File: src/rtl/udp_rx_ram_reader_pkg.sv
// Shared types and constants for the UDP receive payload RAM reader.
package udp_rx_ram_reader_pkg;

    typedef enum logic [1:0] {
        ST_IDLE,
        ST_READ,
        ST_DRAIN
    } rd_state_e;

    localparam int          UDP_HDR_LEN_DEF = 8;
    localparam logic [15:0] DROP_CNT_MAX    = 16'hFFFF;

endpackage

File: src/rtl/udp_rx_ram_reader_if.sv
// Payload byte stream with valid/ready/last handshake.
interface udp_rx_ram_reader_if;

    logic [7:0] out_data;
    logic       out_valid;
    logic       out_last;
    logic       out_ready;

    modport master (output out_data, output out_valid, output out_last, input out_ready);
    modport slave  (input out_data, input out_valid, input out_last, output out_ready);

endinterface

File: src/rtl/udp_rd_skid.sv
// Two-entry skid buffer holding {last, data}; entry 0 is always the head.
module udp_rd_skid (
    input  logic       clk,
    input  logic       rst_n,
    input  logic       push,
    input  logic       pop,
    input  logic [8:0] din,
    output logic [1:0] count,
    output logic [8:0] head,
    output logic       head_valid
);

    logic [8:0] ent0, ent1;
    logic [1:0] cnt;
    logic       push_ok, pop_ok;

    assign pop_ok     = pop && (cnt != 2'd0);
    assign push_ok    = push && ((cnt != 2'd2) || pop_ok);
    assign count      = cnt;
    assign head       = ent0;
    assign head_valid = (cnt != 2'd0);

    // NOTE: the two entries are only flops, so they are reset to give out_data=0
    // out of reset; a real RAM array would be left unreset.
    always_ff @(posedge clk or negedge rst_n) begin
        if (!rst_n) begin
            ent0 <= '0;
            ent1 <= '0;
            cnt  <= 2'd0;
        end else begin
            case ({push_ok, pop_ok})
                2'b10: begin
                    if (cnt == 2'd0) ent0 <= din;
                    else             ent1 <= din;
                    cnt <= cnt + 2'd1;
                end
                2'b01: begin
                    ent0 <= ent1;
                    cnt  <= cnt - 2'd1;
                end
                2'b11: begin
                    // Head leaves and the new byte takes the tail slot.
                    if (cnt == 2'd1) begin
                        ent0 <= din;
                    end else begin
                        ent0 <= ent1;
                        ent1 <= din;
                    end
                end
                default: ;
            endcase
        end
    end

endmodule

File: src/rtl/udp_rx_ram_reader.sv
// Reads a completed UDP payload out of the receive RAM and streams it as bytes.
module udp_rx_ram_reader
    import udp_rx_ram_reader_pkg::*;
#(
    parameter int ADDR_W      = 11,
    parameter int UDP_HDR_LEN = UDP_HDR_LEN_DEF
) (
    input  logic                clk,
    input  logic                rst_n,
    input  logic                udp_rec_data_valid,
    input  logic [15:0]         udp_rec_data_length,
    output logic [ADDR_W-1:0]   udp_rec_ram_read_addr,
    input  logic [7:0]          udp_rec_ram_rdata,
    udp_rx_ram_reader_if.master stream,
    output logic                busy,
    output logic                truncated,
    output logic                pkt_drop,
    output logic [15:0]         drop_count
);

    localparam logic [16:0] DEPTH = 17'd1 << ADDR_W;
    localparam logic [15:0] HDR   = 16'(UDP_HDR_LEN);

    rd_state_e         state, state_next;
    logic [ADDR_W-1:0] addr, last_addr, last_addr_new;
    logic [15:0]       len_raw;
    logic              len_ok, len_big, accept, drop, issue, pop;
    logic              rd_pending, rd_pending_last;
    logic [1:0]        skid_count;
    logic [8:0]        skid_head;
    logic              skid_valid;
    logic [2:0]        occupancy;

    assign len_raw       = udp_rec_data_length - HDR;
    assign len_ok        = udp_rec_data_length > HDR;
    assign len_big       = {1'b0, len_raw} > DEPTH;
    assign last_addr_new = len_big ? {ADDR_W{1'b1}} : ADDR_W'(len_raw - 16'd1);

    assign accept = udp_rec_data_valid && (state == ST_IDLE) && len_ok;
    assign drop   = udp_rec_data_valid && (state != ST_IDLE);
    assign pop    = skid_valid && stream.out_ready;

    // Bytes that will sit in the buffer after this cycle; the pop term keeps
    // one byte per cycle flowing when the consumer is always ready.
    assign occupancy = {1'b0, skid_count} + {2'b00, rd_pending} - {2'b00, pop};

    assign busy                  = (state != ST_IDLE);
    assign udp_rec_ram_read_addr = addr;

    always_ff @(posedge clk or negedge rst_n) begin
        if (!rst_n) state <= ST_IDLE;
        else        state <= state_next;
    end

    // NOTE: every output of this block gets a default first, so no latch is inferred.
    always_comb begin
        state_next = state;
        issue      = 1'b0;
        case (state)
            ST_IDLE: begin
                if (accept) state_next = ST_READ;
            end
            ST_READ: begin
                if (occupancy < 3'd2) begin
                    issue = 1'b1;
                    if (addr == last_addr) state_next = ST_DRAIN;
                end
            end
            ST_DRAIN: begin
                if (pop && skid_head[8]) state_next = ST_IDLE;
            end
            default: state_next = ST_IDLE;
        endcase
    end

    // NOTE: sequential state is written with <= so every flop samples pre-edge values.
    always_ff @(posedge clk or negedge rst_n) begin
        if (!rst_n) begin
            addr            <= '0;
            last_addr       <= '0;
            rd_pending      <= 1'b0;
            rd_pending_last <= 1'b0;
            truncated       <= 1'b0;
            pkt_drop        <= 1'b0;
            drop_count      <= '0;
        end else begin
            rd_pending      <= issue;
            rd_pending_last <= issue && (addr == last_addr);
            truncated       <= accept && len_big;
            pkt_drop        <= drop;
            if (accept) begin
                addr      <= '0;
                last_addr <= last_addr_new;
            end else if (issue && (addr != last_addr)) begin
                addr <= addr + 1'b1;
            end
            if (drop && (drop_count != DROP_CNT_MAX)) drop_count <= drop_count + 16'd1;
        end
    end

    udp_rd_skid u_skid (
        .clk        (clk),
        .rst_n      (rst_n),
        .push       (rd_pending),
        .pop        (pop),
        .din        ({rd_pending_last, udp_rec_ram_rdata}),
        .count      (skid_count),
        .head       (skid_head),
        .head_valid (skid_valid)
    );

    assign stream.out_data  = skid_head[7:0];
    assign stream.out_last  = skid_head[8];
    assign stream.out_valid = skid_valid;

endmodule

File: src/flat_wrapper.sv
// flat-port wrapper written by rule: the top's interface ports become plain ports
module udp_rx_ram_reader_flat import udp_rx_ram_reader_pkg::*;
#(
    parameter int ADDR_W      = 11,
    parameter int UDP_HDR_LEN = UDP_HDR_LEN_DEF
)
  (clk, rst_n, udp_rec_data_valid, udp_rec_data_length, udp_rec_ram_read_addr, udp_rec_ram_rdata, busy, truncated, pkt_drop, drop_count, stream_out_data, stream_out_valid, stream_out_last, stream_out_ready);
  udp_rx_ram_reader_if stream_i ();
  input  logic clk;
  input  logic rst_n;
  input  logic udp_rec_data_valid;
  input  logic [15:0] udp_rec_data_length;
  output logic [ADDR_W-1:0] udp_rec_ram_read_addr;
  input  logic [7:0] udp_rec_ram_rdata;
  output logic busy;
  output logic truncated;
  output logic pkt_drop;
  output logic [15:0] drop_count;
  output wire logic [$bits(stream_i.out_data)-1:0] stream_out_data;
  output wire logic [$bits(stream_i.out_valid)-1:0] stream_out_valid;
  output wire logic [$bits(stream_i.out_last)-1:0] stream_out_last;
  input wire logic [$bits(stream_i.out_ready)-1:0] stream_out_ready;
  assign stream_out_data = stream_i.out_data;
  assign stream_out_valid = stream_i.out_valid;
  assign stream_out_last = stream_i.out_last;
  assign stream_i.out_ready = stream_out_ready;
  udp_rx_ram_reader #(.ADDR_W(ADDR_W), .UDP_HDR_LEN(UDP_HDR_LEN)) u_core (.clk(clk), .rst_n(rst_n), .udp_rec_data_valid(udp_rec_data_valid), .udp_rec_data_length(udp_rec_data_length), .udp_rec_ram_read_addr(udp_rec_ram_read_addr), .udp_rec_ram_rdata(udp_rec_ram_rdata), .stream(stream_i), .busy(busy), .truncated(truncated), .pkt_drop(pkt_drop), .drop_count(drop_count));
endmodule
File: config.mk
export PLATFORM = sky130hd
export DESIGN_NAME = udp_rx_ram_reader_flat
export DESIGN_NICKNAME = d
export VERILOG_FILES = /design/src/rtl/udp_rx_ram_reader_pkg.sv /design/src/rtl/udp_rx_ram_reader_if.sv /design/src/rtl/udp_rd_skid.sv /design/src/rtl/udp_rx_ram_reader.sv /design/src/flat_wrapper.sv
export SDC_FILE = /design/constraint.sdc
export NUM_CORES = 1
export LEC_CHECK = 0
export ABC_AREA = 1
export BUFFER_PORTS_ARGS = -buffer_cell sky130_fd_sc_hd__buf_2
export CAP_MARGIN = 40
export CORE_ASPECT_RATIO = 1.75
export CORE_UTILIZATION = 57
export DETAILED_ROUTE_END_ITERATION = 7
export PLACE_DENSITY = 0.81
export SYNTH_ARGS = -nofsm -noshare
export SYNTH_HDL_FRONTEND = slang
export SYNTH_SLANG_ARGS = --single-unit
export TNS_END_PERCENT = 10
File: constraint.sdc
create_clock -name clk -period 3.1 [get_ports clk]
set_input_delay 0.775 -clock clk [delete_from_list [all_inputs] [get_ports clk]]
set_output_delay 0.775 -clock clk [all_outputs]
set_load 0.01 [all_outputs]
==> impl_metrics.tcl <==
set metrics [dict create \
    num_antenna_cells 0 \
    synth_top_cell_area_share_pct 39.3 \
    hold_path_depth 2 \
    grtUsageTotal_pct 26.4 \
    start_util_pct 58.9 \
    power_mw 3.87 \
    power_per_cell_area_mw_per_mm2 806 \
    hpwl_microns 6590 \
    tightest_slew_ns 0.809 \
    grt_pass1_wl_microns 15400 \
    fin_area_sq_mm 0.00480 \
    synthTopCellsByArea "dfrtp_1 39%, nand2_1 11%, inv_1 6.5%" \
    avgSynthCellArea_sq_um 7.58 \
    ios 68 \
    place.gp.congestion 0.825 \
    hold_class "reg2reg" \
    yosysMostFrequentCell "nand2_1" \
    synth_async_sr_flop_share_pct 100 \
    cts_resized 0 \
    r2r_cells 14 \
    slew_headroom_pct 46.1 \
    cts.htree.levels 3 \
    dieArea_sq_mm 0.00750 \
    cts_num_sinks 64 \
    end_kind "flip-flop" \
    cts_tree "yes" \
    crit_slowest_cell "dfrtp_1" \
    cts_root_buf "clkbuf_16" \
    r2r-start "u_core.u_skid.count[1]" \
    crit_path_max_incr_delay_ns 0.44 \
    grt_overflow_total 0 \
    numCtsBuffers 9 \
    hold_viol_final 0 \
    drt-initial-drc-count 294 \
    fin_util_pct 69.5 \
    max_freq_mhz 346 \
    min_from "u_core.u_skid.ent1[8]" \
    status "completed" \
    critical_path_required_ns 3.37 \
    rr_endpoint "u_core.udp_rec_ram_read_addr[6]" \
    synth_cell_types 34 \
    dpl_cell_area_sq_mm 0.00446 \
    syn2layout_area_growth_pct 18.0 \
    yosys-top-cells-count "114 x nand2_1, 70 x inv_1, 64 x dfrtp_1" \
    ant_nets 0 \
    die_h_microns 114 \
    synth_top_area_cell "dfrtp_1" \
    rows 40 \
    syn_area_sq_mm 0.00407 \
    synthCells 537 \
    start_kind "flip-flop" \
    drcViolationCount 0 \
    setup_viol 0 \
    wl_per_cell_microns 13.2 \
    yosys_most_used_dff "dfrtp_1" \
    nets 645 \
    setup_tns_ns 0 \
    min_period_ns 2.89 \
    synth-edff-count 0 \
    die_w_microns 65.9 \
    path_delay_family "simple AND/OR/NAND/NOR gates" \
    layout-drive-gt1-share_pct 21.8 \
    whs_endpoint "u_core.u_skid.ent1[8]" \
    fin_worst_skew_ns 0.00410 \
    worstPathCellList "inv_1 -> ha_1 -> inv_1 -> nand2_1 -> inv_2 -> ha_1 -> or2_2 -> fa_1 -> xnor2_1 -> nand2_1 -> nor2_4 -> buf_6 -> nand4_1 -> nand2_1" \
    vias 3641 \
    ys.warnings.count 0 \
    first_pass_iters 4 \
    ys_seq_area_share_pct 39.3 \
    rsz0062_at_grt "false" \
    period_share_pct 93.1 \
    ys_seq_elements 64 \
    nFillCells 563 \
    synth_nets 577 \
    p_leak_nw 2.53 \
    post_drt_via_cell_ratio 5.25 \
    grt_max_degree 65 \
    regToRegSetupSlack_ns 0.21 \
    clock_latency_ns 0.33 \
    worst-setup-path-type "reg2reg" \
    clockBufferDepth 2 \
    critPathBufInv 4 \
    cpMostUsedCell "nand2_1" \
    cts_hold_buf 0 \
    core_area_sq_mm 0.00691 \
    peakVddDrop_uv 397 \
    wl_microns 9170 \
    drv_cap 0 \
    grt_pass1_vias 3540 \
    critPathMaxFanout 12 \
    antenna_found_initial 0 \
    portBuffers 67 \
    cts.clk_slew.worst_paths_ns 0.05 \
    drv_slew 0 \
    cts_setup_buffers 0 \
    cp_data_arrival_time_ns 3.15 \
]
## cells by family after synthesis
logic type,synth area share [%]
compound gates,4.12
fa+ha+maj,3.87
flops,39.3
simple gates,34.7
buf+inv,8.88
xor+xnor,9.04
## worst max path at each step
| stage | start | to | slack [ns] | cells after the start |
|---|---|---|---|---|
| after floorplan | u_core.u_skid.count[1] | u_core.udp_rec_ram_read_addr[2] | 0.24 | 14 |
| after global placement | stream_out_ready | u_core.udp_rec_ram_read_addr[0] | 0.20 | 12 |
| after detailed placement | stream_out_ready | u_core.udp_rec_ram_read_addr[3] | 0.08 | 12 |
| after CTS | u_core.u_skid.count[1] | u_core.udp_rec_ram_read_addr[3] | 0.14 | 14 |
| after global routing | u_core.u_skid.count[1] | u_core.udp_rec_ram_read_addr[10] | 0.03 | 14 |
| final | u_core.u_skid.count[1] | u_core.udp_rec_ram_read_addr[6] | 0.21 | 14 |
## sequential cells by signal (all words and copies together), names as in the netlist, 2 cells and up
name,flops
u_core.u_skid.count,2
u_core.state,2
u_core.drop_count,16
u_core.last_addr,11
u_core.udp_rec_ram_read_addr,11
u_core.u_skid.ent1,9
u_core.u_skid.head,9
## where the power goes
part,internal [mW],total (mW),leakage (nW),switching [mW]
Sequential,1.11,1.38,0.791,0.263
Combinational,0.569,1.41,1.59,0.843
Clock,0.724,1.08,0.152,0.361
## metal layers
metal	vias to the layer above	part of all wire, %	GRT usage, %
met5	-	0	0
met4	0	3.1	13.5
met3	23	3.4	5.00
met2	101	52	45.9
met1	1685	42	29.9
li1	1832	-	-
## stage by stage
stage,worst slack [ns],hold slack [ns],std cells
2_1_floorplan,0.240,0.454,537
3_3_place_gp,0.205,0.470,677
3_5_place_dp,0.0777,0.479,677
4_1_cts,0.145,0.493,693
5_1_grt,0.0282,0.508,694
6_report,0.213,0.491,694
## final cells by class
cell class / count / area (sq um) / share of cell area, %
Tap cell: 84 / 105 / 2.19
Clock buffer: 11 / 243 / 5.05
Inverter: 75 / 282 / 5.86
Timing Repair Buffer: 71 / 369 / 7.68
Clock inverter: 5 / 80.1 / 1.67
Sequential cell: 64 / 1600 / 33.3
Multi-Input combinational cell: 384 / 2120 / 44.2
## cells in the final DEF, fill, tap and decap left out, types with 2 or more instances in the layout
cell	count
nand2_1	113
inv_1	70
buf_2	67
dfrtp_1	64
nor2_1	58
nand3_1	51
xor2_1	29
nand4_1	19
o21ai_0	18
or2_2	14
xnor2_1	13
ha_1	11
nor2_2	10
nand2_2	9
clkbuf_16	9
a31oi_1	8
nor3_1	5
or2_0	5
inv_2	4
nand3_2	4
nand2_4	3
buf_4	3
nor4_1	2
o21ai_1	2
a21oi_1	2
nand3b_1	2
clkinvlp_4	2
bufinv_16	2
## worst register-to-register path, cell delays in order (launching register included)
cell and delay [ns]:
dfrtp_1 0.44, inv_1 0.13, ha_1 0.18, inv_1 0.05
nand2_1 0.14, inv_2 0.06, ha_1 0.26, or2_2 0.31
fa_1 0.41, xnor2_1 0.18, nand2_1 0.13, nor2_4 0.15
buf_6 0.17, nand4_1 0.11, nand2_1 0.11
Power figures use the tool's default switching activity.
